## config.mk

```make
export PLATFORM = sky130hd
export DESIGN_NAME = cdb_arbiter
export DESIGN_NICKNAME = d
export VERILOG_FILES = /design/src/rtl/cdb_arbiter.sv
export SDC_FILE = /design/constraint.sdc
export NUM_CORES = 1
export LEC_CHECK = 0
export ABC_AREA = 0
export CAP_MARGIN = 0
export CORE_UTILIZATION = 35
export CTS_CLUSTER_SIZE = 10
export DETAILED_ROUTE_END_ITERATION = 10
export MAX_ROUTING_LAYER = met4
export PLACE_DENSITY = 0.84
export SLEW_MARGIN = 20
export SYNTH_ARGS = -nofsm -noshare
export SYNTH_HDL_FRONTEND = slang
export SYNTH_SLANG_ARGS = --single-unit
export TNS_END_PERCENT = 50
```

## constraint.sdc

```tcl
create_clock -name clk -period 6.55 [get_ports clk]
set_clock_uncertainty 0.15 [all_clocks]
set_input_delay 0.655 -clock clk [delete_from_list [all_inputs] [get_ports clk]]
set_output_delay 0.655 -clock clk [all_outputs]
set_load 0.01 [all_outputs]
```

## src/rtl/cdb_arbiter.sv

```systemverilog
// Common data bus arbiter: round-robin selection among result producers
// (0 = ALU RS, 1 = load/store buffer, 2 = branch unit) and a registered
// {tag, data, src} broadcast one cycle after the grant.
module cdb_arbiter #(
  parameter int NREQ   = 3,
  parameter int TAG_W  = 4,
  parameter int DATA_W = 32,
  parameter int SRC_W  = 2
) (
  input  logic                     clk,
  input  logic                     rst,
  input  logic                     flush,
  input  logic [NREQ-1:0]          req_valid,
  input  logic [NREQ*TAG_W-1:0]    req_tag,
  input  logic [NREQ*DATA_W-1:0]   req_data,
  output logic [NREQ-1:0]          req_ready,
  output logic                     cdb_valid,
  output logic [TAG_W-1:0]         cdb_tag,
  output logic [DATA_W-1:0]        cdb_data,
  output logic [SRC_W-1:0]         cdb_src
);

  logic [SRC_W-1:0]  ptr_q, ptr_d;
  logic              cdb_valid_q, cdb_valid_d;
  logic [TAG_W-1:0]  cdb_tag_q, cdb_tag_d;
  logic [DATA_W-1:0] cdb_data_q, cdb_data_d;
  logic [SRC_W-1:0]  cdb_src_q, cdb_src_d;

  logic [TAG_W-1:0]  tag_arr  [NREQ];
  logic [DATA_W-1:0] data_arr [NREQ];
  logic [SRC_W:0]    rr_sum;
  logic [SRC_W-1:0]  rr_idx;
  logic [SRC_W-1:0]  win_idx;
  logic              win_found;
  logic              grant_en;
  logic [TAG_W-1:0]  win_tag;
  logic [DATA_W-1:0] win_data;

  // Unpack the flat request buses into per-requester slices
  always_comb begin
    for (int i = 0; i < NREQ; i++) begin
      tag_arr[i]  = req_tag[i*TAG_W +: TAG_W];
      data_arr[i] = req_data[i*DATA_W +: DATA_W];
    end
  end

  // Round-robin search from ptr upward; scanning offsets high-to-low lets the
  // nearest valid requester (smallest offset) overwrite the others
  always_comb begin
    win_found = 1'b0;
    win_idx   = '0;
    rr_sum    = '0;
    rr_idx    = '0;
    for (int k = NREQ - 1; k >= 0; k--) begin
      rr_sum = {1'b0, ptr_q} + (SRC_W+1)'(k);
      if (rr_sum >= (SRC_W+1)'(NREQ)) begin
        rr_sum = rr_sum - (SRC_W+1)'(NREQ);
      end
      rr_idx = rr_sum[SRC_W-1:0];
      if (req_valid[rr_idx]) begin
        win_found = 1'b1;
        win_idx   = rr_idx;
      end
    end
  end

  // Grant is suppressed during flush and while reset is asserted
  always_comb begin
    grant_en  = rst && !flush && win_found;
    win_tag   = tag_arr[win_idx];
    win_data  = data_arr[win_idx];
    req_ready = grant_en ? (NREQ'(1) << win_idx) : '0;
  end

  // Next broadcast and pointer; a granted free tag is acknowledged but dropped
  always_comb begin
    ptr_d       = ptr_q;
    cdb_valid_d = 1'b0;
    cdb_tag_d   = cdb_tag_q;
    cdb_data_d  = cdb_data_q;
    cdb_src_d   = cdb_src_q;
    if (flush) begin
      ptr_d = '0;
    end else if (grant_en) begin
      if (win_idx == SRC_W'(NREQ - 1)) begin
        ptr_d = '0;
      end else begin
        ptr_d = win_idx + SRC_W'(1);
      end
      if (win_tag != '0) begin
        cdb_valid_d = 1'b1;
        cdb_tag_d   = win_tag;
        cdb_data_d  = win_data;
        cdb_src_d   = win_idx;
      end
    end
  end

  // Registered CDB and priority pointer; reset drops any in-flight broadcast
  always_ff @(posedge clk or negedge rst) begin
    if (!rst) begin
      ptr_q       <= '0;
      cdb_valid_q <= 1'b0;
      cdb_tag_q   <= '0;
      cdb_data_q  <= '0;
      cdb_src_q   <= '0;
    end else begin
      ptr_q       <= ptr_d;
      cdb_valid_q <= cdb_valid_d;
      cdb_tag_q   <= cdb_tag_d;
      cdb_data_q  <= cdb_data_d;
      cdb_src_q   <= cdb_src_d;
    end
  end

  assign cdb_valid = cdb_valid_q;
  assign cdb_tag   = cdb_tag_q;
  assign cdb_data  = cdb_data_q;
  assign cdb_src   = cdb_src_q;

endmodule

```

==> results_tabular.tex, run 1 <==
\begin{tabular}{lr}
\hline
Metric & Value \\
\hline
\multicolumn{2}{l}{\textbf{Run status}} \\
\quad Result of the run & finished clean \\
\multicolumn{2}{l}{\textbf{Logic synthesis}} \\
\quad Mapped Avg Cell Area & 13.5 µm² \\
\quad Cells after Synth & 223 \\
\quad Post-Syn Nets & 340 \\
\quad Share of flip-flops with an asynchronous set or reset & 100\% \\
\quad Count of flip-flops with a built-in enable after synthesis & 0 \\
\quad Warnings, synthesis & 0 \\
\quad Top FF cell, synth & sky130\_fd\_sc\_hd\_\_dfrtp\_1 \\
\quad Yosys reg bits & 41 \\
\quad Sequential fraction of the synthesis area & 34.2\% \\
\quad Library cells used by synthesis & 37 \\
\quad Synthesized cell area & 3000 µm² \\
\multicolumn{2}{l}{\textbf{Global route}} \\
\quad Number of antenna violations at the first check in global routing & 0 \\
\quad Global-route wire length before repair & 11,900 µm \\
\quad Residual overflow from global routing & 0 \\
\quad Pin count of the biggest net entering global routing & 44 \\
\quad Overall global routing resource usage & 17.8\% \\
\quad Number of global-route vias before repair & 2,547 \\
\multicolumn{2}{l}{\textbf{Drt}} \\
\quad Routed length per placed instance & 16.2 µm \\
\quad Wirelength, routed & 7760 µm \\
\quad Violation count after the first detailed-routing iteration & 45 \\
\quad DRC errors left & 0 \\
\quad Total via count after detailed routing & 2,386 \\
\quad Post-route antenna net violation count & 0 \\
\quad Average vias per placed instance & 4.98 \\
\quad Iteration count of the initial detailed-routing pass & 4 \\
\multicolumn{2}{l}{\textbf{Critical path}} \\
\quad Critical Path Max Stage Delay & 0.75 ns \\
\quad Crit-path leading delay family & simple AND/OR/NAND/NOR gates \\
\quad Worst endpoint required time & 5.74 ns \\
\quad Arr. time, crit path & 3.58 ns \\
\quad Worst path cell trace & inv\_1 > ha\_1 > mux2i\_1 > a21oi\_1 > or3\_1 > nand2\_2 > nor3b\_1 > clkdlybuf4s50\_1 \\
\quad Buffers and inverters on the worst path & 2 \\
\quad Critical-path cell with the highest stage delay & sky130\_fd\_sc\_hd\_\_nand2\_2 \\
\quad Critical path startpoint category & register \\
\quad Worst Setup Path Type & register to output pin \\
\quad Critical Path Sink Type & output pin \\
\quad Max Fanout on Critical Path & 42 \\
\multicolumn{2}{l}{\textbf{Pwr}} \\
\quad Cell leakage power & 1.99 nW \\
\quad Worst voltage drop across the vdd grid & 167 µV \\
\quad Areal power density over the cells & 339 nW/µm² \\
\multicolumn{2}{l}{\textbf{Floorplanning}} \\
\quad Initial Utilization & 36.4\% \\
\quad Height of the die & 94.6 µm \\
\quad Die Area & 8960 µm² \\
\quad Number of ports placed on the die boundary & 156 \\
\quad Placeable core area & 8260 µm² \\
\quad Number of placement rows & 33 \\
\quad X dimension of the die & 94.6 µm \\
\multicolumn{2}{l}{\textbf{Placed design}} \\
\quad Number of port buffers & 155 \\
\quad DP HPWL & 5980 µm \\
\quad Area of placed instances & 4580 µm² \\
\quad Weighted congestion at the end of routability-driven global placement & 0.839 \\
\multicolumn{2}{l}{\textbf{CTS}} \\
\quad Number of buffers inserted to repair setup after CTS & 0 \\
\quad Cell at the root of the clock tree & sky130\_fd\_sc\_hd\_\_clkbuf\_8 \\
\quad Source-to-sink clock delay at the later pin of the worst-skew pair & 0.28 ns \\
\quad Number of buffers created by CTS & 5 \\
\quad TritonCTS clock tree & done \\
\quad Clock sinks & 41 \\
\quad Gates resized, CTS repair & 0 \\
\quad Clock-pin transition on the worst setup and hold timing paths & 0.08 ns \\
\quad Buffer levels on the longest clock path & 2 \\
\quad Deepest level of the CTS H-tree & 2 \\
\quad Count of hold buffers inserted by post-cts repair & 0 \\
\multicolumn{2}{l}{\textbf{Layout}} \\
\quad Design Area, Final & 4680 µm² \\
\quad Final cell utilization of the core & 56.6\% \\
\quad Post-synthesis to final-layout area growth & 55.7\% \\
\quad Layout cell share with drive strength beyond 1 & 33.4\% \\
\quad Commonest non-fill, non-tap cell in the layout & sky130\_fd\_sc\_hd\_\_clkdlybuf4s50\_1 \\
\quad Highest-count cells in the layout ignoring fill and taps & sky130\_fd\_sc\_hd\_\_clkdlybuf4s50\_1, sky130\_fd\_sc\_hd\_\_mux2\_4, sky130\_fd\_sc\_hd\_\_mux2\_2 \\
\quad Number of nets in the final layout & 490 \\
\quad Filler cell count & 707 \\
\quad Antenna fix cells & 0 \\
\multicolumn{2}{l}{\textbf{Timing}} \\
\quad RSZ-0062 raised after global routing & false \\
\quad Tmin final & 4.39 ns \\
\quad Slew of the pin with the lowest slew margin & 0.995 ns \\
\quad Final setup fails & 0 \\
\quad Final number of hold-violating endpoints & 0 \\
\quad Final cycle utilization of the critical path & 67.0\% \\
\quad Total negative slack & 0 ns \\
\quad Worst relative slew slack & 33.4\% \\
\quad Count of final max-slew check failures & 0 \\
\quad Max Freq & 228 MHz \\
\multicolumn{2}{l}{\textbf{Min path}} \\
\quad Worst min-delay path class & primary input to asynchronous set/reset pin \\
\multicolumn{2}{l}{\textbf{Run}} \\
\quad Max-cap check violation count & 0 \\
\hline
\end{tabular}
-- cell families after synthesis --
group | count (synthesis) | synth area share, %
buf+inv | 21 | 5.79
compound gates | 21 | 5.25
fa+ha+maj | 3 | 1.25
flops | 41 | 34.2
mux | 111 | 48.8
simple gates | 26 | 4.79
-- per-layer routing --
| metal | vias to the layer above | GRT usage [%] | share of wire [%] |
|---|---|---|---|
| met2 | 124 | 32.0 | 52 |
| met1 | 1132 | 19.6 | 39 |
| li1 | 1111 | - | - |
| met3 | 19 | 3.62 | 7.5 |
| met5 | - | - | 0 |
| met4 | 0 | 5.43 | 1.8 |
-- worst register-to-register path, cell delays in order (launching register included) --
cell	delay [ns]
sky130_fd_sc_hd__dfrtp_1	0.37
sky130_fd_sc_hd__inv_1	0.07
sky130_fd_sc_hd__ha_1	0.51
sky130_fd_sc_hd__mux2i_1	0.28
sky130_fd_sc_hd__o21ai_0	0.11
sky130_fd_sc_hd__a21oi_1	0.25
sky130_fd_sc_hd__nand2_2	0.60
sky130_fd_sc_hd__a31oi_4	0.73
sky130_fd_sc_hd__buf_4	0.52
sky130_fd_sc_hd__mux2_1	0.37
-- registers in the layout, indices dropped and copies added (netlist names) --
name,count
cdb_tag,4
cdb_src,2
cdb_data,32
ptr_q,2
cdb_valid,1
-- final timing paths --
check / startpoint / end / slack (ns) / cells after the start
worst max-delay path: ptr_q[0] / req_ready[0] / 2.16 / 8
worst min-delay path: rst / cdb_data[19] / 0.27 / 2
worst max register to register: ptr_q[0] / cdb_src[0] / 2.48 / 9
worst min register to register: cdb_src[0] / cdb_src[0] / 0.33 / 1
max in group asynchronous: rst / cdb_data[2] / 5.60 / 2
min in group clk: cdb_src[0] / cdb_src[0] / 0.33 / 1
-- stage by stage --
stage	hold slack (ns)	power, W	setup slack (ns)	std cells
floorplan	0.209	0.00102	3.45	223
global placement	0.322	0.00139	2.36	471
detailed placement	0.324	0.00141	2.24	471
CTS	0.291	0.00161	2.14	479
global route	0.314	0.00168	1.88	479
finish	0.273	0.00159	2.16	479
-- cells in the mapped netlist (2+ instances only) --
cell	instances	area share (%)
sky130_fd_sc_hd__nand2_1	7	0.87
sky130_fd_sc_hd__buf_12	3	2.0
sky130_fd_sc_hd__buf_4	3	0.75
sky130_fd_sc_hd__dfrtp_1	41	34
sky130_fd_sc_hd__nor2_1	4	0.50
sky130_fd_sc_hd__inv_1	6	0.75
sky130_fd_sc_hd__mux2_4	58	29
sky130_fd_sc_hd__ha_1	3	1.2
sky130_fd_sc_hd__mux2i_1	2	0.67
sky130_fd_sc_hd__a21oi_1	8	1.3
sky130_fd_sc_hd__o41ai_1	2	0.58
sky130_fd_sc_hd__buf_2	4	0.67
sky130_fd_sc_hd__o21ai_0	2	0.33
sky130_fd_sc_hd__nand2b_1	4	0.83
sky130_fd_sc_hd__mux2_2	50	19
sky130_fd_sc_hd__nor4_1	2	0.42
sky130_fd_sc_hd__buf_6	4	1.5
-- final cells by class --
cell class	instances	area, µm²	share of cell area, %
inverters	6	22.5	0.482
well taps	105	131	2.81
multi-input cells	161	1830	39.1
flip-flops and latches	41	1030	21.9
clock inverters	1	5.00	0.107
clock buffers	7	96.3	2.06
repair buffers	158	1570	33.5
-- where the power goes --
part,internal [W],total (W),switching (W)
logic,0.000611,0.000956,0.000345
clock network,0.0000953,0.000180,0.0000850
registers,0.000377,0.000450,0.0000728
No activity file was read; power rests on OpenSTA's default activity.
==> run 2: changes to the inputs <==
--- a/config.mk
+++ b/config.mk
@@ -11,7 +11,7 @@
 export CTS_CLUSTER_SIZE = 10
 export DETAILED_ROUTE_END_ITERATION = 10
 export MAX_ROUTING_LAYER = met4
-export PLACE_DENSITY = 0.84
+export PLACE_DENSITY = 0.87
 export SLEW_MARGIN = 20
 export SYNTH_ARGS = -nofsm -noshare
 export SYNTH_HDL_FRONTEND = slang
==> constraint.sdc (replaced) <==
create_clock -name clk -period 3.7 [get_ports clk]
set_clock_uncertainty 0.15 [all_clocks]
set_input_delay 0.37 -clock clk [delete_from_list [all_inputs] [get_ports clk]]
set_output_delay 0.37 -clock clk [all_outputs]
set_load 0.01 [all_outputs]
==> run 2 against run 1 <==
Effect of this change:
- flip-flop and latch count did not move
- worst hold slack got worse by 0.25 ns
- non-clock buffer count increased by 5
- first-iteration DRC count rose by 13%
- sequential power up 78%
- sequential share of layout area decreased by 0.35 points
==> results_tabular.tex, run 2 (synthesized netlist as in run 1, its figures left out) <==
\begin{tabular}{lr}
\hline
Metric & Value \\
\hline
\multicolumn{2}{l}{\textbf{Run status}} \\
\quad Result of the run & finished clean \\
\multicolumn{2}{l}{\textbf{Pwr}} \\
\quad Power consumption & 0.00290 W (+83\%) \\
\quad Psw & 0.000909 W (+81\%) \\
\quad Int Pwr & 0.00199 W (+84\%) \\
\quad Clock power share & 13.2\% (+1.8 points) \\
\quad Areal power density over the cells & 610 nW/µm² (+80\%) \\
\quad Sequential share of power & 27.6\% (-0.7 points) \\
\quad Proportion of power drawn by combinational gates & 59.3\% (-1.0 points) \\
\quad Cell leakage power & 2.03 nW (+1.8\%) \\
\quad Worst voltage drop across the vdd grid & 273 µV (+64\%) \\
\quad Net switching share of the total power & 31.4\% (-0.32 points) \\
\multicolumn{2}{l}{\textbf{Layout}} \\
\quad Layout cell share with drive strength beyond 1 & 34.6\% (+1.1 points) \\
\quad Commonest non-fill, non-tap cell in the layout & sky130\_fd\_sc\_hd\_\_clkdlybuf4s50\_1 \\
\quad Highest-count cells in the layout ignoring fill and taps & sky130\_fd\_sc\_hd\_\_clkdlybuf4s50\_1, sky130\_fd\_sc\_hd\_\_mux2\_4, sky130\_fd\_sc\_hd\_\_mux2\_2 \\
\quad Number of nets in the final layout & 495 (+1.0\%) \\
\quad Antenna fix cells & 0 (unchanged) \\
\quad Post-synthesis to final-layout area growth & 58.2\% \\
\quad Number of flip-flops under the largest register name & 32 (unchanged) \\
\quad Sequential cell area & 1030 µm² (unchanged) \\
\quad Area used by multi-input combinational logic & 1830 µm² (+0.41\%) \\
\quad Filler cell count & 707 (unchanged) \\
\quad Final cell utilization of the core & 57.6\% (+0.92 points) \\
\multicolumn{2}{l}{\textbf{Timing}} \\
\quad Max Freq & 290 MHz \\
\quad Slew of the pin with the lowest slew margin & 0.640 ns (-0.355 ns) \\
\quad Count of final max-slew check failures & 0 (unchanged) \\
\quad Total negative slack & 0 ns (unchanged) \\
\quad Hold Worst Slack & 0.0193 ns (-0.254 ns) \\
\quad Worst relative slew slack & 57.3\% (+24 points) \\
\quad Final number of hold-violating endpoints & 0 (unchanged) \\
\quad RSZ-0062 raised after global routing & false \\
\quad Final setup fails & 0 (unchanged) \\
\quad Tmin final & 3.45 ns \\
\quad Final cycle utilization of the critical path & 93.1\% \\
\multicolumn{2}{l}{\textbf{CTS}} \\
\quad Clock-pin transition on the worst setup and hold timing paths & 0.09 ns (about the same) \\
\quad Number of buffers inserted to repair setup after CTS & 0 (unchanged) \\
\quad Cell at the root of the clock tree & sky130\_fd\_sc\_hd\_\_clkbuf\_8 \\
\quad Count of hold buffers inserted by post-cts repair & 0 (unchanged) \\
\quad Buffer levels on the longest clock path & 2 (unchanged) \\
\quad Source-to-sink clock delay at the later pin of the worst-skew pair & 0.29 ns (about the same) \\
\quad Clock sinks & 41 (unchanged) \\
\quad Number of buffers created by CTS & 5 (unchanged) \\
\quad Gates resized, CTS repair & 0 (unchanged) \\
\quad TritonCTS clock tree & done \\
\quad Deepest level of the CTS H-tree & 2 (unchanged) \\
\multicolumn{2}{l}{\textbf{Critical path}} \\
\quad Critical Path Sink Type & output pin \\
\quad Critical path origin & ptr\_q[0] \\
\quad Max Fanout on Critical Path & 10 (-76\%) \\
\quad Arr. time, crit path & 2.93 ns (-0.65 ns) \\
\quad Worst Setup Path Type & register to output pin \\
\quad Worst endpoint required time & 3.18 ns (-2.56 ns) \\
\quad Number of cells traversed by the worst register-to-register path & 8 (-1) \\
\quad Launch instance of the worst register-to-register path & ptr\_q[0] \\
\quad Critical path startpoint category & register \\
\multicolumn{2}{l}{\textbf{Run}} \\
\quad Max-cap check violation count & 0 (unchanged) \\
\multicolumn{2}{l}{\textbf{Floorplanning}} \\
\quad Initial Utilization & 36.4\% (unchanged) \\
\quad Number of ports placed on the die boundary & 156 (unchanged) \\
\quad Number of placement rows & 33 (unchanged) \\
\quad Placeable core area & 8260 µm² (unchanged) \\
\quad Height of the die & 94.6 µm (unchanged) \\
\quad Die Area & 8960 µm² (unchanged) \\
\quad X dimension of the die & 94.6 µm (unchanged) \\
\multicolumn{2}{l}{\textbf{Drt}} \\
\quad Average vias per placed instance & 5.01 (+0.50\%) \\
\quad DRC errors left & 0 (unchanged) \\
\quad Iteration count of the initial detailed-routing pass & 4 (unchanged) \\
\quad Violation count after the first detailed-routing iteration & 51 (+13\%) \\
\quad Post-route antenna net violation count & 0 (unchanged) \\
\quad Total via count after detailed routing & 2,423 (+1.6\%) \\
\quad Wirelength, routed & 8220 µm (+5.9\%) \\
\quad Routed length per placed instance & 17.0 µm (+4.8\%) \\
\multicolumn{2}{l}{\textbf{Global route}} \\
\quad Residual overflow from global routing & 0 (unchanged) \\
\quad Pin count of the biggest net entering global routing & 43 (-2.3\%) \\
\quad Overall global routing resource usage & 18.6\% (+0.82 points) \\
\quad Number of antenna violations at the first check in global routing & 0 (unchanged) \\
\quad Number of global-route vias before repair & 2,612 (+2.6\%) \\
\quad Global-route wire length before repair & 12,400 µm (+4.5\%) \\
\multicolumn{2}{l}{\textbf{Placed design}} \\
\quad DP HPWL & 6460 µm (+8.0\%) \\
\quad Weighted congestion at the end of routability-driven global placement & 0.824 (-1.8\%) \\
\quad Number of port buffers & 155 (unchanged) \\
\multicolumn{2}{l}{\textbf{Min path}} \\
\quad Worst min-delay path class & primary input to asynchronous set/reset pin \\
\hline
\end{tabular}
==> run 2: cell types whose count changed in the layout (fill, tap and decap cells not counted), sizes merged <==
cell      before  now
buf            4    9
bufinv         0    1
clkbuf         7    6
clkinv         1    0
clkinvlp       0    1
==> run 2: cell type report <==
type	count	area share [%]
Tap cell	105	2.76
Timing Repair Buffer	163	34.1
Inverter	6	0.474
Sequential cell	41	21.6
Clock buffer	6	1.74
Clock inverter	2	0.790
Multi-Input combinational cell	161	38.6
==> run 2: through the flow <==
stage | std cells | cell area [µm²] | worst slack, ns
floorplan | 223 | 3000 | 0.890
global placement | 476 | 4630 | 0.406
detailed placement | 476 | 4630 | 0.297
CTS | 484 | 4750 | 0.212
global route | 484 | 4750 | 0.0298
finish | 484 | 4750 | 0.255
==> run 2: path summary, 6_finish.rpt <==
kind                            slack, ns           end
worst max register to register       0.28  cdb_data[31]
min in group clk                     0.35    cdb_src[0]
worst max-delay path                 0.25  req_ready[0]
worst min register to register       0.35    cdb_src[0]
worst min-delay path                 0.02  cdb_data[18]
max in group asynchronous            3.01     cdb_valid
==> run 2: routing by layer <==
metal / routed length, µm / track usage (%) / vias up
li1: - / - / 1123
met1: 3130 / 19.5 / 1172
met2: 4400 / 34.2 / 118
met3: 569 / 4.51 / 10
met4: 124 / 5.81 / 0
met5: 0 / - / -
==> run 2: power groups by stage <==
stage	logic [W]	clock network, W	registers (W)
detailed placement	0.00172	0	0.000803
global placement	0.00168	0	0.000797
finish	0.00172	0.000381	0.000799
global route	0.00183	0.000415	0.000827
floorplan	0.000928	0	0.000885
CTS	0.00173	0.000397	0.000803
==> run 2: worst max-delay path, stage by stage, from the launching register on <==
cell and delay (ns):
sky130_fd_sc_hd__dfrtp_1 0.37, sky130_fd_sc_hd__inv_1 0.07, sky130_fd_sc_hd__ha_1 0.50, sky130_fd_sc_hd__mux2i_1 0.31, sky130_fd_sc_hd__a21oi_1 0.14, sky130_fd_sc_hd__or3_1 0.38
sky130_fd_sc_hd__nand2_2 0.12, sky130_fd_sc_hd__nor3b_1 0.18, sky130_fd_sc_hd__clkdlybuf4s50_1 0.56
